[config.mk]
export PLATFORM = sky130hd
export DESIGN_NAME = iq_burst_ctrl
export DESIGN_NICKNAME = d
export VERILOG_FILES = /design/src/rtl/iq_burst_ctrl.sv
export SDC_FILE = /design/constraint.sdc
export NUM_CORES = 1
export LEC_CHECK = 0
export CORE_ASPECT_RATIO = 0.9
export CORE_MARGIN = 2
export CORE_UTILIZATION = 42
export CTS_BUF_LIST = sky130_fd_sc_hd__clkbuf_16
export CTS_CLUSTER_SIZE = 12
export DETAILED_ROUTE_END_ITERATION = 12
export GPL_TIMING_DRIVEN = 1
export PLACE_DENSITY = 0.78
export SLEW_MARGIN = 10
export SYNTH_ARGS = -nofsm -noshare
export SYNTH_HDL_FRONTEND = slang
export SYNTH_SLANG_ARGS = --single-unit
[constraint.sdc]
create_clock -name clock -period 3.45 [get_ports clock]
set_input_delay 0.69 -clock clock [delete_from_list [all_inputs] [get_ports clock]]
set_output_delay 0.69 -clock clock [all_outputs]
set_load 0.005 [all_outputs]
[src/rtl/iq_burst_ctrl.sv]
// rtl/iq_burst_ctrl.sv - IQ burst sequencer: input FIFO -> unpack/quantize -> paired I/Q FIFO writes
`timescale 1ns/1ps

module iq_burst_ctrl #(
   parameter int QBITS = 10,
   parameter int CNT_W = 16
) (
   input  logic             clock,
   input  logic             reset,
   input  logic             start,
   input  logic [CNT_W-1:0] burst_len,
   input  logic             abort,
   output logic             busy,
   output logic             done,
   output logic             aborted,
   output logic [CNT_W-1:0] sample_count,
   output logic [31:0]      stall_cycles,
   output logic             in_rd_en,
   input  logic             in_empty,
   input  logic [63:0]      in_dout,
   output logic             i_wr_en,
   input  logic             i_full,
   output logic [31:0]      i_din,
   output logic             q_wr_en,
   input  logic             q_full,
   output logic [31:0]      q_din
);

   typedef enum logic [1:0] {
      S_IDLE,
      S_FETCH,
      S_WRITE,
      S_DONE
   } state_t;

   state_t           state_q, state_d;
   logic [CNT_W-1:0] burst_len_q;
   logic [CNT_W-1:0] count_q;
   logic [CNT_W-1:0] count_inc;
   logic [31:0]      stall_q;
   logic [31:0]      i_q, q_q;
   logic [31:0]      raw_i, raw_q;
   logic [31:0]      i_unp, q_unp;
   logic             busy_q, done_q, aborted_q;
   logic             rd_fire, wr_fire, last_pair;

   // Halves are stored little-half-last in the packed word; the shift wraps by design.
   always_comb begin
      raw_i = {in_dout[47:32], in_dout[63:48]};
      raw_q = {in_dout[15:0], in_dout[31:16]};
      i_unp = raw_i << QBITS;
      q_unp = raw_q << QBITS;
   end

   always_comb begin
      rd_fire   = (state_q == S_FETCH) && !abort && !in_empty;
      wr_fire   = (state_q == S_WRITE) && !i_full && !q_full;
      count_inc = count_q + CNT_W'(1);
      last_pair = (burst_len_q != '0) && (count_inc == burst_len_q);
   end

   always_comb begin
      state_d = state_q;
      case (state_q)
         S_IDLE:  if (start) state_d = S_FETCH;
         S_FETCH: begin
            if (abort)          state_d = S_DONE;
            else if (!in_empty) state_d = S_WRITE;
         end
         S_WRITE: if (wr_fire) state_d = (last_pair || abort) ? S_DONE : S_FETCH;
         S_DONE:  state_d = S_IDLE;
         default: state_d = S_IDLE;
      endcase
   end

   always_ff @(posedge clock or posedge reset) begin
      if (reset) begin
         state_q     <= S_IDLE;
         burst_len_q <= '0;
         count_q     <= '0;
         stall_q     <= '0;
         i_q         <= '0;
         q_q         <= '0;
         busy_q      <= 1'b0;
         done_q      <= 1'b0;
         aborted_q   <= 1'b0;
      end else begin
         state_q <= state_d;
         busy_q  <= (state_d != S_IDLE);
         done_q  <= (state_d == S_DONE);
         case (state_q)
            S_IDLE: begin
               if (start) begin
                  burst_len_q <= burst_len;
                  count_q     <= '0;
                  stall_q     <= '0;
                  aborted_q   <= 1'b0;
               end
            end
            S_FETCH: begin
               if (abort) begin
                  aborted_q <= 1'b1;
               end else if (rd_fire) begin
                  i_q <= i_unp;
                  q_q <= q_unp;
               end
            end
            S_WRITE: begin
               // A final write that coincides with abort counts as a normal finish.
               if (wr_fire) begin
                  count_q <= count_inc;
                  if (!last_pair && abort) aborted_q <= 1'b1;
               end else if (stall_q != 32'hFFFF_FFFF) begin
                  stall_q <= stall_q + 32'd1;
               end
            end
            default: ;
         endcase
      end
   end

   assign busy         = busy_q;
   assign done         = done_q;
   assign aborted      = aborted_q;
   assign sample_count = count_q;
   assign stall_cycles = stall_q;
   assign in_rd_en     = rd_fire;
   assign i_wr_en      = wr_fire;
   assign q_wr_en      = wr_fire;
   assign i_din        = wr_fire ? i_q : 32'd0;
   assign q_din        = wr_fire ? q_q : 32'd0;

endmodule

# After elaboration in Yosys (flattened, before gate mapping)
# Index checks and enable logic that the tools add are counted.
[op_classes] addsub=2 eq_ne=12 n_mux=20 bitwise=1 reduce_logical=22
[op_table] cell="$mux W32" n=5
[op_table] cell="$pmux W32 S2" n=1
[op_table] cell="$add A32 B1 Y32 const B" n=1
[op_table] cell="$mux W16" n=2
[op_table] cell="$ne A32 B32 Y1 const B" n=1
[op_table] cell="$pmux W16 S2" n=1
[op_table] cell="$add A16 B1 Y16 const B" n=1
[op_table] cell="$eq A16 B16 Y1" n=1
[op_table] cell="$reduce_bool A16 Y1" n=1
[op_table] cell="$mux W2" n=5
[op_table] cell="$ne A2 B2 Y1 const B" n=4
[op_table] cell="$pmux W2 S4" n=1
[op_table] cell="$eq A2 B2 Y1 const B" n=3
[op_table] cell="$logic_and A1 B1 Y1" n=6
[op_table] cell="$reduce_and A3 Y1" n=2
[op_table] cell="$logic_not A1 Y1" n=5
[op_table] cell="$reduce_and A5 Y1" n=1
[op_table] cell="$mux W1" n=4
[op_table] cell="$ne A2 B1 Y1 const B" n=2
[op_table] cell="$reduce_and A4 Y1" n=1
[op_table] cell="$reduce_bool A2 Y1" n=2
[op_table] cell="$pmux W1 S3" n=1
[op_table] cell="$reduce_bool A3 Y1" n=1
[op_table] cell="$eq A2 B1 Y1 const B" n=1
[op_table] cell="other kinds (4)" n=4
[word_totals] reg_bits=113 out_inout_bits=118

# Depth between registers and ports, before layout
[depth] depth_word=8 depth_mapped=10

# Worst setup path before layout
# Ideal clock, no wire load.
[synth_timing] kind="flip-flop to output port" from="reg state_q[0]" to="out i_din[23]" t_arrival_ns=1.868 required_ns=2.760 setup_slack_ns=0.892 path_stages_with_launch=8 n_path_buf=3 cell_sequence="dfrtp_1 > inv_1 > ha_1 > nor3b_1 > clkbuf_1 > clkbuf_1 > clkbuf_1 > and2_1"
[synth_between] elab_chain_len=4
[synth_lines] element="start: declaration" line="36" source="state_t state_q, state_d;"
[synth_lines] element="start signal: assignment" line="88" source="state_q <= state_d;"
[synth_lines] element="$eq A2 B2 Y1" line="57" source="wr_fire = (state_q == S_WRITE) && !i_full && !q_full;"
[synth_lines] element="$logic_and A1 B1 Y1 (2 in series)" line="57"
[synth_lines] element="$mux W32" line="130" source="assign i_din = wr_fire ? i_q : 32'd0;"
[synth_lines] element="end: declaration" line="23" source="output logic [31:0] i_din,"
# Every way passes these cells.

# Worst setup path after layout
[layout_timing] from="in i_full" to="out i_din[22]"
[layout_between] elab_chain_len=4
[layout_lines] element="start: declaration" line="22" source="input logic i_full,"
[layout_lines] element="$logic_not A1 Y1" line="57"
[layout_lines] element="$logic_and A1 B1 Y1 (2 in series)" line="57"
[layout_lines] element="$mux W32" line="130"
# Every way passes these cells.

==> flow_metrics.py <==
metrics = {
    "timing": {
        "setup_viol_count_final": 0,
        "report.final.slew_viol_count": 0,
        "maximum_clock_frequency_mhz": 329,
        "final_period_util_pct": 88.1,
        "timing.setup.tns_ns": 0,
        "finalHoldViolCount": 0,
        "grt_setup_unrepaired": "no",
        "hold_ws_ns": 0.497,
        "final_skew_ns": 0.0115,
        "slew_headroom_pct": 50.1,
        "worstMarginPinSlew_ns": 0.747,
        "finalWorstPathRequiredPeriod_ns": 3.04,
    },
    "clocking": {
        "clock_sinks": 113,
        "clock_latency_ns": 0.42,
        "cts.clk_slew.worst_paths_ns": 0.05,
        "post-cts-setup-buffer-count": 0,
        "htree_num_levels": 4,
        "tritoncts": "yes",
        "clock_tree.root_cell": "clkbuf_16",
        "cts_hold_buffers": 0,
        "post_cts.resized_instances": 0,
        "cts_inserted_buffers": 17,
        "cts_buffer_depth": 2,
    },
    "grt": {
        "grtUsageTotal_pct": 21.6,
        "grt_pass1_vias": 5263,
        "maximum_number_of_pins_on_one_net_before_global_route_repair": 59,
        "wire_length_of_the_first_global_routing_pass_um": 26200,
        "grt.overflow.total": 0,
        "grt_antenna_before_repair": 0,
    },
    "final_layout": {
        "diodes": 0,
        "drive_above_1_share_pct": 14.3,
        "final_cell_mix": "164 x clkdlybuf4s50_1, 113 x dfrtp_1, 62 x mux2_2",
        "layout_commonest_cell": "clkdlybuf4s50_1",
        "synthToLayoutAreaGrowth_pct": 40.0,
        "design.final.nets": 859,
    },
    "synth": {
        "synth.yosys.seq_area_share_pct": 46.5,
        "postSynth.topFlopCell": "dfrtp_1",
        "synth_seq_cells": 113,
        "synth-edff-count": 0,
        "average_cell_area_after_synthesis_um2": 10.1,
        "post_synth_instance_area_mm2": 0.00608,
        "synth_area_leader_cell": "dfrtp_1",
        "synth-async-reset-ratio_pct": 100,
        "netlist-cell-type-count": 54,
        "synth_area_leaders": "dfrtp_1 46%, mux2_2 11%, and2_1 4.5%",
        "synth_warnings": 0,
        "synth_top_area_share_pct": 46.5,
        "synthCells": 603,
    },
    "pwr": {
        "static_leakage_nw": 3.48,
        "pwr_density_cell_mw_per_mm2": 627,
        "power.ir.vdd_worst_v": 0.000434,
    },
    "routing": {
        "route.final.wire_length_um": 16100,
        "routed_wire_length_per_instance_um": 16.6,
        "antenna_violating_nets_post_route": 0,
        "via_count": 5154,
        "vias_per_cell": 5.31,
        "drc_errors_left": 0,
        "dr.first_iter.drc_count": 357,
        "first_pass_iters": 5,
    },
    "die": {
        "floorplan.io_pins": 205,
        "fp-row-count": 41,
        "floorplan.die_area_mm2": 0.0155,
        "core_mm2": 0.0141,
        "initial_utilization_pct": 43.1,
        "chipWidth_um": 131,
        "die_height_um": 118,
    },
    "place": {
        "gpl.final_weighted_congestion": 0.868,
        "detailed_place_hpwl_um": 11500,
        "port_buffers": 164,
    },
    "critical_path": {
        "critPathMaxFanout": 58,
        "cp-start-kind": "input port",
        "critical_path.endpoint_type": "output port",
        "required_ns": 2.76,
        "worstPathArrival_ns": 2.35,
        "critPathKind": "in -> out",
    },
    "outcome": {
        "status": "finished clean",
    },
    "hold_path": {
        "hold_class": "reg -> reg",
    },
    "run": {
        "max_cap_violations": 0,
    },
}
[routing by layer]
metal  routed length (µm)  global-route usage (%)  vias up
met5                    0                       0        -
met4                  315                    8.38        0
met3                 1700                    10.0       27
met2                 7590                    34.0      220
met1                 6480                    25.6     2518
li1                     -                       -     2389
[flip-flops by register name, summed over array words and instances, names as in the netlist]
signal        cells
stall_cycles     32
i_q              22
q_q              22
burst_len_q      16
sample_count     16
state_q           2
aborted           1
busy              1
done              1
[Yosys cell counts, drive strengths merged (9+ instances only)]
cell type,n
dfrtp,113
mux2,62
nand2,48
and2,44
nor2,41
buf,29
o21ai,23
clkbuf,21
nand3,20
nand4,20
xnor2,20
xor2,20
inv,18
a21oi,16
nor3,13
or3,12
nor4,10
o31ai,9
[worst max-delay path, stage by stage]
cell and delay (ns):
clkdlybuf4s50_1 0.41, nor3b_2 0.25, buf_12 0.25, and2_1 0.18
clkdlybuf4s50_1 0.53
[through the flow]
stage	setup slack (ns)	utilization (%)	power, mW	area [µm²]	std cells
2_1_floorplan	0.892	-	2.96	6160	622
3_3_place_gp	0.450	56.0	3.40	7900	940
3_5_place_dp	0.425	56.0	3.49	7900	940
4_1_cts	0.380	60.4	5.39	8520	971
5_1_grt	0.278	60.4	5.65	8520	971
6_report	0.409	60.4	5.34	8520	971
[worst paths after layout]
| kind | from | end | slack, ns | depth (start not counted) |
|---|---|---|---|---|
| min in group asynchronous | reset | stall_cycles[24]$_DFFE_PP0P_ | 0.76 | 2 |
| setup reg to reg | sample_count[0]$_DFFE_PP0P_ | aborted$_DFFE_PP0P_ | 0.71 | 8 |
| hold reg to reg | q_q[12]$_DFFE_PP0P_ | q_q[12]$_DFFE_PP0P_ | 0.50 | 1 |
| hold / removal | q_q[12]$_DFFE_PP0P_ | q_q[12]$_DFFE_PP0P_ | 0.50 | 1 |
| setup / recovery | i_full | i_din[22] | 0.41 | 5 |
| max in group asynchronous | reset | q_q[13]$_DFFE_PP0P_ | 2.01 | 3 |
[power by group]
group / switching, mW / internal, mW
registers: 0.293 / 1.73
logic: 0.674 / 0.781
clock network: 0.601 / 1.26
total: 1.57 / 3.77
[kinds of logic after synthesis]
logic type               count (synthesis)  synth area share, %
AO/OA/AOI/OAI                           69                 7.24
XOR/XNOR                                40                 5.76
adder cells (fa/ha/maj)                  6                 1.23
buffers and inverters                   68                 5.65
flip-flops                             113                 46.5
multiplexers                            64                 11.8
other                                    1               0.0616
AND/OR/NAND/NOR                        242                 21.8
[layout make-up]
| class | count | area [µm²] |
|---|---|---|
| clock buffers | 17 | 425 |
| well taps | 193 | 241 |
| inverters | 18 | 71.3 |
| fillers | 1098 | 5590 |
| multi-input cells | 441 | 2990 |
| clock inverters | 14 | 198 |
| flip-flops and latches | 113 | 2830 |
| repair buffers | 175 | 1760 |
(Power assumes the default switching activity.)
